[src/rtl/fetch_pkg.sv]
// Shared fetch-stage types and constants, imported by fetch, control and hazard logic.
package fetch_pkg;

    localparam int unsigned DEF_XLEN = 32;
    localparam int unsigned INSTR_W  = 32;
    localparam int unsigned CNT_W    = 32;

    localparam logic [INSTR_W-1:0] NOP_INSTR = 32'h0000_0013;

    typedef enum logic [1:0] {
        PC_PLUS4  = 2'b00,
        PC_TARGET = 2'b01,
        PC_RSVD   = 2'b10,
        PC_JALR   = 2'b11
    } pcsrc_t;

    // Taken control transfer: branch/jal or jalr target selected.
    function automatic logic is_redirect(input pcsrc_t src);
        return (src == PC_TARGET) || (src == PC_JALR);
    endfunction

endpackage

[src/rtl/if_id_reg.sv]
// IF/ID pipeline register; flush wins over stall, stall wins over load.
module if_id_reg
    import fetch_pkg::*;
#(
    parameter int unsigned XLEN = DEF_XLEN
) (
    input  logic               clk,
    input  logic               rst,
    input  logic               stall,
    input  logic               flush,
    input  logic [INSTR_W-1:0] instr,
    input  logic [XLEN-1:0]    pc,
    input  logic [XLEN-1:0]    pc_plus4,
    output logic [INSTR_W-1:0] instr_d,
    output logic [XLEN-1:0]    pc_d,
    output logic [XLEN-1:0]    pc_plus4_d,
    output logic               valid_d
);

    always_ff @(posedge clk) begin
        if (rst || flush) begin
            instr_d    <= NOP_INSTR;
            pc_d       <= '0;
            pc_plus4_d <= '0;
            valid_d    <= 1'b0;
        end else if (!stall) begin
            instr_d    <= instr;
            pc_d       <= pc;
            pc_plus4_d <= pc_plus4;
            valid_d    <= 1'b1;
        end
    end

endmodule

[src/rtl/fetch_stage.sv]
// RV32I instruction-fetch stage: PC register, next-PC select and IF/ID register.
// Define FETCH_PERF_CNT_EN to build the fetch/redirect performance counters.
module fetch_stage
    import fetch_pkg::*;
#(
    parameter int unsigned     XLEN     = DEF_XLEN,
    parameter logic [XLEN-1:0] RESET_PC = '0
) (
    input  logic               clk,
    input  logic               rst,
    input  logic [1:0]         pcsrc_e,
    input  logic [XLEN-1:0]    pc_target_e,
    input  logic [XLEN-1:0]    alu_result_e,
    input  logic               stall_f,
    input  logic               stall_d,
    input  logic               flush_d,
    output logic [XLEN-1:0]    imem_addr,
    input  logic [INSTR_W-1:0] imem_rdata,
    output logic [INSTR_W-1:0] instr_d,
    output logic [XLEN-1:0]    pc_d,
    output logic [XLEN-1:0]    pc_plus4_d,
    output logic               valid_d,
    output logic [CNT_W-1:0]   fetch_cnt,
    output logic [CNT_W-1:0]   redirect_cnt
);

    logic [XLEN-1:0] pc;
    logic [XLEN-1:0] pc_plus4_c;
    logic [XLEN-1:0] pc_next_c;
    pcsrc_t          pcsrc_c;
    logic            redirect_c;

    assign pcsrc_c    = pcsrc_t'(pcsrc_e);
    assign redirect_c = is_redirect(pcsrc_c);
    assign pc_plus4_c = pc + XLEN'(4);

    // Next-PC mux; the reserved code falls through to sequential fetch.
    always_comb begin
        pc_next_c = pc_plus4_c;
        case (pcsrc_c)
            PC_TARGET: pc_next_c = pc_target_e;
            PC_JALR:   pc_next_c = {alu_result_e[XLEN-1:1], 1'b0};
            default:   pc_next_c = pc_plus4_c;
        endcase
    end

    // A redirect must land even while fetch is stalled, or the target is lost.
    always_ff @(posedge clk) begin
        if (rst) begin
            pc <= RESET_PC;
        end else if (redirect_c || !stall_f) begin
            pc <= pc_next_c;
        end
    end

    assign imem_addr = pc;

    if_id_reg #(
        .XLEN(XLEN)
    ) u_if_id_reg (
        .clk       (clk),
        .rst       (rst),
        .stall     (stall_d),
        .flush     (flush_d),
        .instr     (imem_rdata),
        .pc        (pc),
        .pc_plus4  (pc_plus4_c),
        .instr_d   (instr_d),
        .pc_d      (pc_d),
        .pc_plus4_d(pc_plus4_d),
        .valid_d   (valid_d)
    );

`ifdef FETCH_PERF_CNT_EN
    always_ff @(posedge clk) begin
        if (rst) begin
            fetch_cnt    <= '0;
            redirect_cnt <= '0;
        end else begin
            if (!flush_d && !stall_d) begin
                fetch_cnt <= fetch_cnt + CNT_W'(1);
            end
            if (redirect_c) begin
                redirect_cnt <= redirect_cnt + CNT_W'(1);
            end
        end
    end
`else
    assign fetch_cnt    = '0;
    assign redirect_cnt = '0;
`endif

endmodule
[config.mk]
export PLATFORM = sky130hd
export DESIGN_NAME = fetch_stage
export DESIGN_NICKNAME = d
export VERILOG_FILES = /design/src/rtl/fetch_pkg.sv /design/src/rtl/if_id_reg.sv /design/src/rtl/fetch_stage.sv
export SDC_FILE = /design/constraint.sdc
export NUM_CORES = 1
export LEC_CHECK = 0
export ABC_AREA = 0
export BUFFER_PORTS_ARGS = -buffer_cell sky130_fd_sc_hd__buf_2
export CAP_MARGIN = 20
export CELL_PAD_IN_SITES_DETAIL_PLACEMENT = 0
export CELL_PAD_IN_SITES_GLOBAL_PLACEMENT = 1
export CORE_UTILIZATION = 37
export DETAILED_ROUTE_END_ITERATION = 16
export PLACE_DENSITY = 0.88
export SLEW_MARGIN = 0
export SYNTH_ARGS = -nofsm -noshare
export SYNTH_HDL_FRONTEND = slang
export SYNTH_SLANG_ARGS = --single-unit
[constraint.sdc]
create_clock -name clk -period 3.3 [get_ports clk]
set_input_delay 0.495 -clock clk [delete_from_list [all_inputs] [get_ports clk]]
set_output_delay 0.495 -clock clk [all_outputs]
set_load 0.02 [all_outputs]
; After elaboration in Yosys (flattened, before gate mapping)
; Index checks and enable logic that the tools add are counted.
[op_classes]
n_shift = 0
n_eq_ne = 2
n_reduce_logical = 4
n_lt_le_gt_ge = 0
n_addsub = 1
n_mul = 0
muxes = 1
bitwise_logic = 0
div_mod_pow = 0
[ops]
columns = cell, n
row1 = 32-bit one-hot mux with 2 select lines, 1
row2 = "32-bit by 3-bit adder with 32-bit output, second input constant", 1
row3 = 1-bit logical OR, 3
row4 = "2-bit by 1-bit == test with 1-bit output, second input constant", 1
row5 = "2-bit == test, second input constant", 1
row6 = 1-bit zero test, 1
[word_totals]
memories = 0
latch_bits = 0
out_inout_bits = 193
mem_bits_ro = 0
ram_bits = 0
regBits = 129
in_bits = 103

; Logic depth before layout (Yosys ltp)
; Gate-level depths: netlist of run 1.
[logic_depth]
ltp_word = 3
ltp_mapped = 8
ltp_nobuf = 6

; By module
; A second synthesis of run 1 with hierarchy kept.
[unflattened]
cells_unflattened = 710
area_unflattened_um2 = 6683.9
[modules_own_cells]
columns = module, cells_per_inst, area_per_inst_um2, n_inst
row1 = if_id_reg, 315, 3482.1, 1
row2 = fetch_stage, 395, 3201.8, 1

; Least setup slack after synthesis of run 1
; OpenSTA, ideal clock, no wires.
[synth_path]
path_type = register to register
startpoint = register pc[2], in the netlist imem_addr[2]
endpoint = register pc[28], in the netlist imem_addr[28]
n_path_buf = 2
path_slack_ns = 1.162
stages_incl_launch_ff = 9
period_less_slack_ns = 2.138
arrival_time_ns = 2.047
cell_sequence = dfxtp_1 -> ha_1 -> and3_1 -> clkbuf_1 -> nand4_1 -> clkbuf_1 -> nor3_1 -> nor3_1 -> a311oi_1
[synth_between]
elab_chain_cells = 2
[synth_rtl]
columns = item, line_no
row1 = from (decl), fetch_stage.sv:27  ; logic [XLEN-1:0] pc;
row2 = from (signal assigned), fetch_stage.sv:52  ; pc <= pc_next_c;
row3 = 32-bit by 3-bit adder with 32-bit output, fetch_stage.sv:35  ; assign pc_plus4_c = pc + XLEN'(4);
row4 = 32-bit one-hot mux with 2 select lines, fetch_stage.sv:40  ; case (pcsrc_c)
; No other way between the ends.
; A chain may end at the register's enable or synchronous reset.

; Worst setup path in the final report of run 1
[layout_path]
startpoint = register pc[5], in the netlist imem_addr[5]
endpoint = register pc[25], in the netlist imem_addr[25]
; The elaborated chain is that of the path after synthesis.

==> out/metrics.yaml, run 1 <==
placement:
  hpwl_um: 11600
  globalplace.congestion: 0.721
  place_ws_ps: 718
  place_inst: 1084
  placed_area_mm2: 0.00724
  portBuffers: 230
clock_tree:
  cts_hold_repair.buffers: 0
  cts.path.max_buffers: 2
  cts_max_level: 4
  cts_resized: 0
  cts_made_buffers: 17
  cts_tree: "built"
  root_buffer: "clkbuf_16"
  clk_latency_ps: 410
  postCtsSetupBuffers: 0
  path_clk_slew_ps: 50
  cts.sinks: 127
timing:
  fin_crit_sh_pct: 78.5
  relSlewSlack_pct: 40.5
  fin_hold_ws_ps: 296
  drv_slew: 0
  setup_tns_ps: 0
  setup_viol: 0
  fmax_mhz: 386
  rsz0062_at_grt: "false"
  finalClockSkew_ps: 5.48
  hold_viol: 0
  tightest_slew_ps: 891
  fin_crit_ps: 2590
  finalWorstSetupSlack_ps: 710
worst_setup_path:
  worstPathMaxFanout: 17
  crit_family: "simple AND/OR/NAND/NOR gates"
  arrival_ps: 2900
  cp_slowest_cell: "or4_1"
  cp_num_buf_inv: 0
  slowest_delay_ps: 970
  critical_path_required_ps: 3610
  critPathLaunchType: "flip-flop"
  path_cells: "nand4_1 > or4_1 > nor4_1 > xor2_1 > o21a_1"
  path_class: "flip-flop to flip-flop"
  cp-end-kind: "flip-flop"
global_routing:
  grt_max_degree: 74
  grt_pass1_wl_um: 25500
  antenna_found_initial: 1
  overflow: 0
  grt_pass1_vias: 4780
  grt_usage_pct: 18.6
synth:
  ys_types: 50
  synthFlopType: "dfxtp_1"
  netlist_area_mm2: 0.00641
  synth_area_leaders: "dfxtp_1 (40%), mux2i_1 (15%), buf_4 (8.3%)"
  synth_top_area_cell: "dfxtp_1"
  ys_seq_elements: 127
  ys_seq_area_share_pct: 39.7
  synth-edff-count: 0
  yosysTopAreaCellShare_pct: 39.7
  synthCells: 694
  yosysWarnings: 0
  synthArstFlopShare_pct: 0
  avgSynthCellArea_um2: 9.24
detailed_routing:
  routed_via_density: 4.64
  wl_per_cell_um: 14.8
  drtAntennaViolNets: 0
  drt-total-wl_um: 16600
  drc_errors: 0
  drt_iter0_drc: 240
  num_vias: 5180
  dr.pass1.iters: 4
floorplanning:
  fp.dieArea_mm2: 0.0179
  die_width_um: 134
  die_y_um: 134
  coreArea_mm2: 0.0168
  start_util_pct: 38.3
  io_pins: 296
  rows: 47
run:
  maxCapViolCount: 0
power:
  powerDensity_mw_per_mm2: 517
  leakage_nw: 3.80
  vdd_drop_max_uv: 336
final_layout:
  final_area_mm2: 0.00781
  fin_cells: 1117
  seqCellArea_mm2: 0.00254
  layout_commonest_cell: "buf_2"
  drive_gt1_share_pct: 31.1
  syn2layout_area_growth_pct: 21.8
  final_cell_mix: "buf_2 (229), dfxtp_1 (127), nor2_1 (99), mux2i_1 (99), conb_1 (64)"
  final_nets: 987
  n_fill_cell: 1650
  multi_input_area_mm2: 0.00320
outcome:
  outcome: "finished clean"
worst_hold_path:
  hp-class: "primary input to flip-flop"
==> through the flow <==
stage | power [mW] | util (%)
finish | 4.04 | 46.6
global route | 4.21 | 46.6
CTS | 4.09 | 46.6
detailed placement | 2.28 | 43.2
global placement | 2.27 | 43.2
floorplan | 2.17 | -
==> worst min-delay path: cells and delay by family <==
| family | cells | cell delay (ps) |
|---|---|---|
| multiplexers | 1 | 50 |
| AND/OR/NAND/NOR | 1 | 60 |
| buffers and inverters | 1 | 80 |
==> flip-flops by register name, summed over array words and instances, names as in the netlist <==
register,flops
imem_addr,32
u_if_id_reg.instr_d,32
u_if_id_reg.pc_d,30
u_if_id_reg.pc_plus4_d,32
u_if_id_reg.valid_d,1
==> synthesized netlist by cell type (6+ instances only) <==
cell type,instances
a211oi_1,16
a21oi_1,39
buf_1,6
buf_4,71
clkbuf_1,33
dfxtp_1,127
mux2i_1,99
nand2_1,17
nand3_1,13
nand4_1,7
nor2_1,100
nor3_1,20
o21a_1,15
o21ai_0,19
xnor2_1,26
xor2_1,24
==> layout make-up <==
type	instances	share of cell area, %
Multi-Input combinational cell	498	41.0
Sequential cell	127	32.6
Timing Repair Buffer	235	15.4
Clock buffer	23	6.25
Tap cell	220	3.52
Clock inverter	9	1.07
Inverter	4	0.192
Antenna cell	1	0.0320
==> logic make-up (layout without fill, tap and decap cells) <==
family	count (synthesis)	count (layout)	share of synthesized area (%)
other	1	65	0.0585
adder cells (fa/ha/maj)	1	1	0.195
AO/OA/AOI/OAI	98	98	9.41
AND/OR/NAND/NOR	186	186	14.2
multiplexers	99	99	15.5
flip-flops	127	127	39.7
buffers and inverters	132	271	14.2
XOR/XNOR	50	50	6.83
==> worst paths after layout <==
| check | end | depth (start not counted) | start | slack, ps |
|---|---|---|---|---|
| setup reg to reg | imem_addr[25]$_SDFFE_PP0P_ | 5 | imem_addr[5]$_SDFFE_PP0P_ | 710 |
| hold / removal | u_if_id_reg.instr_d[1]$_SDFFE_PP1N_ | 3 | imem_rdata[1] | 300 |
| setup / recovery | imem_addr[25]$_SDFFE_PP0P_ | 5 | imem_addr[5]$_SDFFE_PP0P_ | 710 |
| hold reg to reg | u_if_id_reg.valid_d$_SDFFE_PP0N_ | 1 | u_if_id_reg.valid_d$_SDFFE_PP0N_ | 450 |
==> power by group <==
group	leakage [nW]	switching, mW	total (mW)	internal [mW]
registers	1.04	0.0794	1.68	1.60
logic	2.49	0.354	0.563	0.209
clock network	0.271	0.683	1.79	1.11
==> metal layers <==
layer  GRT usage, %  wire (µm)  part of all wire (%)
met5              0          0                     0
met4           7.26        260                   1.6
met3           4.26        924                   5.6
met2           31.3       7980                    48
met1           22.9       7390                    45
(Power assumes the default switching activity.)
==> run 2: changes to the inputs <==
Settings changed: CORE_UTILIZATION 37 to 34, PLACE_DENSITY 0.88 to 0.82.
Clock period 3.3 ns to 2.66 ns, I/O delays scaled along.
==> run 2 against run 1 <==
Against the previous run: non-clock buffer count rose by 16; worst setup slack got worse by 260 ps; first-iteration DRC count fell by 23%; sequential cell count did not move; via count rose by 1.5%.
==> out/metrics.yaml, run 2 (synthesis results as in run 1) <==
outcome:
  outcome: "finished clean"
timing:
  setup_viol: 0
  rsz0062_at_grt: "false"
  tightest_slew_ps: 944
  relSlewSlack_pct: 37.0
  fin_hold_ws_ps: 197
  hold_viol: 0
  drv_slew: 0
  fmax_mhz: 453
  finalClockSkew_ps: 5.99
  fin_crit_sh_pct: 83.0
  fin_crit_ps: 2210
  setup_tns_ps: 0
clock_tree:
  cts_resized: 0
  cts.path.max_buffers: 2
  path_clk_slew_ps: 60
  cts_tree: "built"
  cts.sinks: 127
  cts_max_level: 4
  clk_latency_ps: 420
  cts_made_buffers: 17
  postCtsSetupBuffers: 0
  cts_hold_repair.buffers: 0
  root_buffer: "clkbuf_16"
detailed_routing:
  highest_layer: "met5"
  dr.pass1.iters: 6
  drc_errors: 0
  wl_per_cell_um: 15.1
  met1Wirelength_um: 7750
  drt_iter0_drc: 185
  wl_met2_um: 8310
  routed_via_density: 4.61
  drt-total-wl_um: 17200
  met3_length_um: 847
  drtAntennaViolNets: 0
  num_vias: 5259
placement:
  globalplace.congestion: 0.739
  portBuffers: 230
  placed_area_mm2: 0.00738
  hpwl_um: 12200
power:
  vdd_drop_max_uv: 422
  leakage_nw: 3.90
  powerDensity_mw_per_mm2: 650
run:
  maxCapViolCount: 0
worst_setup_path:
  critPathLaunchType: "flip-flop"
  critical_path_required_ps: 2970
  arrival_ps: 2520
  path_class: "flip-flop to flip-flop"
  cp-end-kind: "flip-flop"
  worstPathMaxFanout: 17
final_layout:
  layout_commonest_cell: "buf_2"
  final_cell_mix: "buf_2 (229), dfxtp_1 (127), nor2_1 (99), mux2i_1 (99), conb_1 (64)"
  num_antenna_cells: 0
  final_area_mm2: 0.00799
  syn2layout_area_growth_pct: 24.6
  drive_gt1_share_pct: 32.6
  final_nets: 1003
  n_fill_cell: 1854
floorplanning:
  die_width_um: 139
  fp.dieArea_mm2: 0.0194
  start_util_pct: 35.2
  die_y_um: 139
  io_pins: 296
  coreArea_mm2: 0.0182
  rows: 49
global_routing:
  grt_usage_pct: 17.5
  grt_pass1_wl_um: 26100
  overflow: 0
  grt_max_degree: 77
  antenna_found_initial: 1
  grt_pass1_vias: 4702
worst_hold_path:
  hp-class: "primary input to flip-flop"
-- run 2: cell count changes in the layout (fill, tap and decap cells not counted), moves of 2 or more --
cell,delta
buf_4,+15
bufinv_16,+2
clkbuf_8,-3
clkbuf_1,-2
-- run 2: worst max-delay path: stages (launching register included) --
cell     delay [ps]
dfxtp_1         440
nand4_1         270
or4_1           560
buf_4           230
nor4_1          300
xor2_1          110
o21a_1          170
-- run 2: path summary, 6_finish.rpt --
| kind | cells past startpoint | to | slack [ps] | startpoint |
|---|---|---|---|---|
| hold reg to reg | 1 | u_if_id_reg.valid_d$_SDFFE_PP0N_ | 450 | u_if_id_reg.valid_d$_SDFFE_PP0N_ |
| hold / removal | 3 | u_if_id_reg.instr_d[1]$_SDFFE_PP1N_ | 200 | imem_rdata[1] |
| setup / recovery | 6 | imem_addr[25]$_SDFFE_PP0P_ | 450 | imem_addr[3]$_SDFFE_PP0P_ |
| setup reg to reg | 6 | imem_addr[25]$_SDFFE_PP0P_ | 450 | imem_addr[3]$_SDFFE_PP0P_ |
-- run 2: area by class of cell --
type	instances	area, µm²	area share [%]
sequential	127	2540	31.8
timing repair buffer	251	1340	16.7
tap	229	287	3.59
clock inverter	14	166	2.08
inverter	4	15.0	0.188
clock buffer	18	439	5.50
multi-input combinational	498	3200	40.1
-- run 2: metal layers --
metal / global-route usage (%) / vias up
met3: 3.96 / 18
met5: 0 / -
met2: 29.6 / 170
met1: 21.7 / 2417
li1: - / 2652
met4: 6.37 / 2
-- run 2: through the flow --
| step | setup slack [ps] | cells | util (%) | power, mW |
|---|---|---|---|---|
| 6_report | 453 | 1141 | 43.9 | 5.19 |
| 3_5_place_dp | 470 | 1109 | 40.5 | 2.86 |
| 4_1_cts | 457 | 1141 | 43.9 | 5.26 |
| 3_3_place_gp | 481 | 1109 | 40.5 | 2.85 |
| 2_1_floorplan | 522 | 757 | - | 2.69 |
| 5_1_grt | 322 | 1141 | 43.9 | 5.42 |
-- run 2: report_power, final --
part | leakage (nW) | internal (mW) | switching (mW)
Clock | 0.288 | 1.49 | 0.886
Sequential | 1.04 | 1.98 | 0.0742
Combinational | 2.57 | 0.280 | 0.472
Total | 3.90 | 3.76 | 1.43
